<file path="src/rtl/stopwatch_pkg.sv">
// Shared types, digit limits and BCD helper for the stopwatch core.
package stopwatch_pkg;

    // Operating modes of the stopwatch controller.
    typedef enum logic [1:0] {
        IDLE  = 2'd0,
        RUN   = 2'd1,
        PAUSE = 2'd2
    } state_t;

    // Highest legal value of a units digit and of a tens digit.
    localparam logic [3:0] DIGIT_MAX_ONES = 4'd9;
    localparam logic [3:0] DIGIT_MAX_TENS = 4'd5;

    // One BCD digit step: returns {carry, next_digit}.
    // A digit at or above its limit rolls to 0 with carry, so an illegal
    // value can never persist past one advance.
    function automatic logic [4:0] bcd_step(input logic [3:0] digit,
                                            input logic [3:0] limit);
        logic [4:0] result;
        if (digit >= limit) begin
            result = {1'b1, 4'd0};
        end else begin
            result = {1'b0, digit + 4'd1};
        end
        return result;
    endfunction

endpackage

</file>
<file path="src/rtl/stopwatch_core_sync_edge.sv">
// Synchronizer chain followed by a registered rising-edge detector.
// Produces a one-cycle pulse SYNC_STAGES+1 cycles after the input is first
// sampled high; a held level yields only one pulse.
module sync_edge #(
    parameter int SYNC_STAGES = 2
) (
    input  logic i_clk,
    input  logic i_rst,
    input  logic i_d,
    output logic o_pulse
);

    logic [SYNC_STAGES-1:0] r_sync;
    logic                   r_prev;
    logic                   r_pulse;

    // Shift the input through the synchronizer and detect a low-to-high step.
    always_ff @(posedge i_clk) begin
        if (i_rst) begin
            r_sync  <= {SYNC_STAGES{1'b0}};
            r_prev  <= 1'b0;
            r_pulse <= 1'b0;
        end else begin
            r_sync  <= {r_sync[SYNC_STAGES-2:0], i_d};
            r_prev  <= r_sync[SYNC_STAGES-1];
            r_pulse <= r_sync[SYNC_STAGES-1] & ~r_prev;
        end
    end

    assign o_pulse = r_pulse;

endmodule

</file>
<file path="src/rtl/stopwatch_core.sv">
// MM:SS stopwatch: synchronized start/clear buttons, tick prescaler,
// IDLE/RUN/PAUSE control and a four-digit BCD time counter with wrap pulse.
module stopwatch_core
    import stopwatch_pkg::*;
#(
    parameter int TICKS_PER_SEC = 1000,
    parameter int SYNC_STAGES   = 2
) (
    input  logic       clk,
    input  logic       rst,
    input  logic       tick_in,
    input  logic       btn_start,
    input  logic       btn_clear,
    output logic [3:0] sec_ones,
    output logic [3:0] sec_tens,
    output logic [3:0] min_ones,
    output logic [3:0] min_tens,
    output logic       running,
    output logic       wrap
);

    localparam int PRE_W = (TICKS_PER_SEC > 1) ? $clog2(TICKS_PER_SEC) : 1;
    localparam logic [PRE_W-1:0] PRE_MAX = PRE_W'(TICKS_PER_SEC - 1);

    logic             w_tick_p;
    logic             w_start_p;
    logic             w_clear_p;

    state_t           r_state;
    state_t           w_state_nxt;

    logic [PRE_W-1:0] r_pre;
    logic [PRE_W-1:0] w_pre_nxt;
    logic [3:0]       r_sec_ones;
    logic [3:0]       r_sec_tens;
    logic [3:0]       r_min_ones;
    logic [3:0]       r_min_tens;
    logic [3:0]       w_sec_ones_nxt;
    logic [3:0]       w_sec_tens_nxt;
    logic [3:0]       w_min_ones_nxt;
    logic [3:0]       w_min_tens_nxt;
    logic             r_running;
    logic             r_wrap;
    logic             w_wrap_nxt;

    logic             w_count;
    logic             w_adv;
    logic [4:0]       w_so_step;
    logic [4:0]       w_st_step;
    logic [4:0]       w_mo_step;
    logic [4:0]       w_mt_step;

    sync_edge #(.SYNC_STAGES(SYNC_STAGES)) u_sync_tick (
        .i_clk   (clk),
        .i_rst   (rst),
        .i_d     (tick_in),
        .o_pulse (w_tick_p)
    );

    sync_edge #(.SYNC_STAGES(SYNC_STAGES)) u_sync_start (
        .i_clk   (clk),
        .i_rst   (rst),
        .i_d     (btn_start),
        .o_pulse (w_start_p)
    );

    sync_edge #(.SYNC_STAGES(SYNC_STAGES)) u_sync_clear (
        .i_clk   (clk),
        .i_rst   (rst),
        .i_d     (btn_clear),
        .o_pulse (w_clear_p)
    );

    // Next-state decode: clear beats start when stopped, start beats clear when running.
    always_comb begin
        w_state_nxt = r_state;
        case (r_state)
            IDLE: begin
                if (w_start_p && !w_clear_p) begin
                    w_state_nxt = RUN;
                end else begin
                    w_state_nxt = IDLE;
                end
            end
            RUN: begin
                if (w_start_p) begin
                    w_state_nxt = PAUSE;
                end else begin
                    w_state_nxt = RUN;
                end
            end
            PAUSE: begin
                if (w_clear_p) begin
                    w_state_nxt = IDLE;
                end else if (w_start_p) begin
                    w_state_nxt = RUN;
                end else begin
                    w_state_nxt = PAUSE;
                end
            end
            default: begin
                w_state_nxt = IDLE;
            end
        endcase
    end

    // Prescaler and BCD carry chain; a tick seen in RUN counts even if start leaves RUN.
    always_comb begin
        w_count        = (r_state == RUN) && w_tick_p;
        w_adv          = w_count && (r_pre == PRE_MAX);
        w_so_step      = bcd_step(r_sec_ones, DIGIT_MAX_ONES);
        w_st_step      = bcd_step(r_sec_tens, DIGIT_MAX_TENS);
        w_mo_step      = bcd_step(r_min_ones, DIGIT_MAX_ONES);
        w_mt_step      = bcd_step(r_min_tens, DIGIT_MAX_TENS);
        w_pre_nxt      = r_pre;
        w_sec_ones_nxt = r_sec_ones;
        w_sec_tens_nxt = r_sec_tens;
        w_min_ones_nxt = r_min_ones;
        w_min_tens_nxt = r_min_tens;
        w_wrap_nxt     = 1'b0;
        if (w_state_nxt == IDLE) begin
            w_pre_nxt      = {PRE_W{1'b0}};
            w_sec_ones_nxt = 4'd0;
            w_sec_tens_nxt = 4'd0;
            w_min_ones_nxt = 4'd0;
            w_min_tens_nxt = 4'd0;
        end else if (w_adv) begin
            w_pre_nxt      = {PRE_W{1'b0}};
            w_sec_ones_nxt = w_so_step[3:0];
            if (w_so_step[4]) begin
                w_sec_tens_nxt = w_st_step[3:0];
                if (w_st_step[4]) begin
                    w_min_ones_nxt = w_mo_step[3:0];
                    if (w_mo_step[4]) begin
                        w_min_tens_nxt = w_mt_step[3:0];
                        w_wrap_nxt     = w_mt_step[4];
                    end else begin
                        w_min_tens_nxt = r_min_tens;
                    end
                end else begin
                    w_min_ones_nxt = r_min_ones;
                end
            end else begin
                w_sec_tens_nxt = r_sec_tens;
            end
        end else if (w_count) begin
            w_pre_nxt = r_pre + {{(PRE_W-1){1'b0}}, 1'b1};
        end else begin
            w_pre_nxt = r_pre;
        end
    end

    // State, counters and registered status outputs.
    always_ff @(posedge clk) begin
        if (rst) begin
            r_state    <= IDLE;
            r_pre      <= {PRE_W{1'b0}};
            r_sec_ones <= 4'd0;
            r_sec_tens <= 4'd0;
            r_min_ones <= 4'd0;
            r_min_tens <= 4'd0;
            r_running  <= 1'b0;
            r_wrap     <= 1'b0;
        end else begin
            r_state    <= w_state_nxt;
            r_pre      <= w_pre_nxt;
            r_sec_ones <= w_sec_ones_nxt;
            r_sec_tens <= w_sec_tens_nxt;
            r_min_ones <= w_min_ones_nxt;
            r_min_tens <= w_min_tens_nxt;
            r_running  <= (w_state_nxt == RUN);
            r_wrap     <= w_wrap_nxt;
        end
    end

    assign sec_ones = r_sec_ones;
    assign sec_tens = r_sec_tens;
    assign min_ones = r_min_ones;
    assign min_tens = r_min_tens;
    assign running  = r_running;
    assign wrap     = r_wrap;

endmodule

</file>
<file path="config.mk">
export PLATFORM = sky130hd
export DESIGN_NAME = stopwatch_core
export DESIGN_NICKNAME = d
export VERILOG_FILES = /design/src/rtl/stopwatch_pkg.sv /design/src/rtl/stopwatch_core_sync_edge.sv /design/src/rtl/stopwatch_core.sv
export SDC_FILE = /design/constraint.sdc
export NUM_CORES = 1
export LEC_CHECK = 0
export BUFFER_PORTS_ARGS = -buffer_cell sky130_fd_sc_hd__buf_2
export CORE_UTILIZATION = 45
export DETAILED_ROUTE_END_ITERATION = 10
export PLACE_DENSITY = 0.65
export SLEW_MARGIN = 0
export SYNTH_ARGS = -nofsm -noshare
export SYNTH_HDL_FRONTEND = slang
export SYNTH_SLANG_ARGS = --single-unit
</file>
<file path="constraint.sdc">
create_clock -name clk -period 2.45 [get_ports clk]
set_input_delay 0.1225 -clock clk [delete_from_list [all_inputs] [get_ports clk]]
set_output_delay 0.1225 -clock clk [all_outputs]
set_load 0.02 [all_outputs]
</file>
# Word-level counts from Yosys, hierarchy flattened

Index checks and enable logic that the tools add are counted.
Widths: inputs -> output; s select.

Bitwise operators: 10
Reduce and logical (&&, ||, !) cells: 12
Eq/ne operators: 4
$lt $le $gt $ge: 4
Add/sub/neg operators: 5
Muxes and demuxes: 9

Operator list:

| kind                  | count |
|---|---|
| $mux 5                | 4 |
| $add 4x1->4 const B   | 4 |
| $add 10x1->10 const B | 1 |
| $eq 10x10->1 const B  | 1 |
| $ge 4x3->1 const B    | 2 |
| $ge 4x4->1 const B    | 2 |
| $not 1->1             | 7 |
| $mux 2                | 3 |
| $pmux 2 s3            | 1 |
| $reduce_or 6->1       | 1 |
| $eq 2x1->1 const B    | 2 |
| $logic_not 2->1       | 2 |
| $reduce_and 4->1      | 1 |
| $and 1x1->1           | 3 |
| $logic_and 1x1->1     | 3 |
| $reduce_and 3->1      | 1 |
| $reduce_or 3->1       | 1 |
| $eq 2x2->1 const B    | 1 |
| $reduce_and 2->1      | 1 |
| $reduce_or 2->1       | 1 |
| $logic_not 1->1       | 1 |
| $mux 1                | 1 |

Register bits: 42
Input bits: 5

# Logic depth before layout (Yosys ltp)

Depth in word-level cells: 6
Gate-level depth with buffers: 8
Depth with buffers taken out: 7

# Cells and area by module

From an unflattened synthesis, not the netlist that was laid out.

Cell total of the unflattened synthesis: 195
Area, all modules: 1845.5 um2

Modules (own cells, without submodules):

| module         | area an instance (um2) | cells an instance | instances | seq. area each (um2) |
|---|---|---|---|---|
| stopwatch_core | 1511.4                 | 171               | 1         | 600.6 |
| sync_edge      | 111.4                  | 8                 | 3         | 80.1 |

# Worst setup path before layout

No wires, ideal clock.

Path kind: register -> register
Start point: reg r_sec_tens[1] (netlist: sec_tens[1])
End point: reg r_min_tens[2] (netlist: min_tens[2])
Setup time: 0.070 ns
Cell stages (with the launch flop): 9
Clock period less this slack: 1.959 ns
Data arrival time: 1.889 ns
Slack: 0.491 ns
Path buffers: 1
Cell sequence: dfxtp_1 inv_1 ha_1 nand2b_1 a21oi_1 or3_1 clkbuf_1 o31ai_1 a21oi_1

Longest elaborated chain between the ends: 3

RTL lines:

| item                       | line                  | source |
|---|---|---|
| start: declaration         | stopwatch_core.sv:35  | `logic [3:0] r_sec_tens;` |
| start signal: assignment   | stopwatch_core.sv:168 | `r_sec_tens <= w_sec_tens_nxt;` |
| $ge 4x3->1                 | stopwatch_pkg.sv:21   | `if (digit >= limit) begin` |
| $mux 5                     | stopwatch_pkg.sv:21   |  |
| $reduce_and 4->1 (no line) | -                     |  |
| end signal: assignment     | stopwatch_core.sv:170 | `r_min_tens <= w_min_tens_nxt;` |
| end: declaration           | stopwatch_core.sv:37  | `logic [3:0] r_min_tens;` |

Every way passes these cells.
A chain may end at the register's enable or synchronous reset.

# Worst setup path after layout

Start point: reg r_sec_tens[0] (netlist: sec_tens[0])
End point: reg r_min_tens[2] (netlist: min_tens[2])

Same word-level chain as after synthesis.

==> flow_summary.toml <==
[clocking]
cts_max_path_buffers = 2
cts-root-buf = "clkbuf_8"
cts.repair.resized = 0
cts_tree = "done"
htree_levels = 2
cts_buffers = 5
holdBufCountCts = 0
cts_sinks = 42
clk_latency_ns = 0.29
path_clk_slew_ns = 0.08
cts_setup_buffers = 0

[cells_and_area]
n_antenna_cell = 0
area_growth_pct = 14.2
design_area_um2 = 2090
fin_util_pct = 55.5
mostFrequentLayoutCells = "dfxtp_1, nor2_1, buf_2"
stdcell_count = 276
drive_gt1_share_pct = 17.5
mostFrequentLayoutCell = "dfxtp_1"
fin_nets = 245

[grt]
grt_pass1_wl_um = 5080
grt_pass1_vias = 1214
gr-usage-all-layers_pct = 15.7
antenna_found_initial = 0
overflow = 0
grt_max_degree = 18

[synth]
yosys_warnings = 0
syn_nets = 218
ys_ff_latch = 42
synth_cells = 200
avgSynthCellArea_um2 = 9.17
seq_area_frac_synth_pct = 45.9
synth_cell_types = 36
syn_area_um2 = 1830

[sta]
fin_skew_ns = 0.00503
finalCriticalPeriod_ns = 1.88
setup-tns-final_ns = 0
setup_viol = 0
slew_viol_final = 0
fmaxAchievable_mhz = 531
max_slew_margin_pct = 62.8
rsz0062_at_grt = "no"
period_share_pct = 76.8
worst_pin_slew_ns = 0.554
hold_violations = 0

[floorplanning]
die-area_um2 = 4330
die_x_um = 65.8
ioPinCount = 23
core_um2 = 3770
row_count = 22
fp.dieH_um = 65.8
initial_core_util_pct = 48.6

[run_status]
status = "completed"

[critical_path]
crit_fanout = 8
crit_top_cell = "a21oi_1"
crit_buf_inv = 2
worst_setup_path_start_kind = "register"
crit_chain = "inv_1, ha_1, nand2b_1, a21oi_1, buf_4, or3_1, o31ai_1, a21oi_1"
slowest_delay_ns = 0.43
worst_ep_arrival_time_ns = 2.04
cp_slowest_cell = "dfxtp_1"
critPathKind = "reg -> reg"
end_kind = "register"
cp_top_family = "simple AND/OR/NAND/NOR gates"
cp.required_ns = 2.61

[detailed_routing]
wl_per_cell_um = 10.7
drc = 0
postRouteAntennaNets = 0
routed_wl_um = 2970
dr.first_iter.drc_count = 42
dr.pass1.iters = 4
via_count = 1351
vias_per_cell = 4.89

[pwr]
power_density_nw_per_um2 = 557
p_leak_nw = 0.846
vdd_drop_max_mv = 0.474
p_total_w = 0.00117

[place]
port_buffers = 22
gp_congestion = 0.729
dp_cells = 268
dp_hpwl_um = 2090
dpl_cell_area_um2 = 2000

[worst_hold_path]
hold_path_class = "in -> reg"

[flow_run]
maxCapViolations = 0
==> area by class of cell <==
class                      count  area, um^2
multi-input combinational    142         925
fill                         362        1680
inverter                      11        41.3
clock buffer                   5        68.8
clock inverter                 3        25.0
timing repair buffer          25         133
tap                           48        60.1
sequential                    42         841
==> layer usage <==
| layer | vias to the layer above | share of wire, % | track usage [%] |
|---|---|---|---|
| li1 | 719 | - | - |
| met1 | 607 | 50 | 17.9 |
| met2 | 20 | 45 | 25.4 |
| met3 | 5 | 3.4 | 6.72 |
| met4 | 0 | 1.7 | 7.07 |
| met5 | - | 0 | 0 |
==> worst reg2reg max path, cell delays in order, from the launching register on <==
cell	delay, ns
dfxtp_1	0.43
inv_1	0.07
ha_1	0.19
nand2b_1	0.06
a21oi_1	0.06
buf_4	0.17
or3_1	0.41
o31ai_1	0.27
a21oi_1	0.09
==> cells by family after synthesis <==
kind of cell,Yosys count,synth area share [%]
flops,42,45.9
fa+ha+maj,13,8.87
simple gates,91,27.0
mux,3,1.64
xor+xnor,11,5.26
buf+inv,16,3.69
compound gates,24,7.71
==> path summary, 6_finish.rpt <==
check                                         endpoint  cells past startpoint  slack (ns)               start
worst max-delay path                       min_tens[2]                      8        0.57         sec_tens[0]
worst min register to register     u_sync_tick.o_pulse                      1        0.38  u_sync_tick.r_prev
worst max register to register             min_tens[2]                      8        0.57         sec_tens[0]
worst min-delay path            u_sync_start.r_sync[0]                      2        0.03           btn_start
==> sequential cells by signal, indices dropped and copies added, names as in the netlist, 2 cells and up <==
register and cells:
min_tens 4, r_state 2, u_sync_start.r_sync 2, sec_ones 4, u_sync_tick.r_sync 2, r_pre 10
min_ones 4, sec_tens 4, u_sync_clear.r_sync 2
==> per-stage QoR <==
step	hold slack (ns)	setup WS (ns)
final	0.0330	0.568
after global routing	0.0144	0.393
after CTS	0.0231	0.554
after detailed placement	0.340	0.566
after global placement	0.331	0.636
after floorplan	0.202	0.491
==> power breakdown <==
| part | internal, W | leakage (nW) | switching, W |
|---|---|---|---|
| Combinational | 0.00000871 | 0.461 | 0.0000126 |
| Sequential | 0.000690 | 0.340 | 0.00000249 |
| Clock | 0.000205 | 0.0447 | 0.000247 |
==> synthesized netlist by cell type <==
cell type	count	area, um^2
nand4_2	1	12.5
nor3_1	2	10.0
nor4_4	1	21.3
nand4_1	2	12.5
a21o_1	2	15.0
dfxtp_1	42	841
o31ai_2	1	12.5
or3_1	1	6.26
xor2_1	7	61.3
nand3_1	12	60.1
and4_1	1	8.76
inv_1	11	41.3
clkbuf_1	4	15.0
nor3b_1	1	7.51
a41oi_1	1	8.76
ha_1	13	163
or2_2	2	12.5
nand2b_1	5	31.3
a21oi_1	14	70.1
nor4_1	1	6.26
o31ai_1	2	15.0
xnor2_1	4	35.0
o21ai_0	1	5.00
nor4b_1	1	8.76
and3_1	1	6.26
and4b_2	1	11.3
nor2_1	30	113
nand3b_1	1	7.51
mux2i_1	3	30.0
nand2_1	10	37.5
buf_6	1	11.3
nor2b_1	14	87.6
and2_1	1	6.26
nand4b_1	2	17.5
o21ai_1	3	15.0
nor3_2	1	10.0
(Power assumes the default switching activity.)
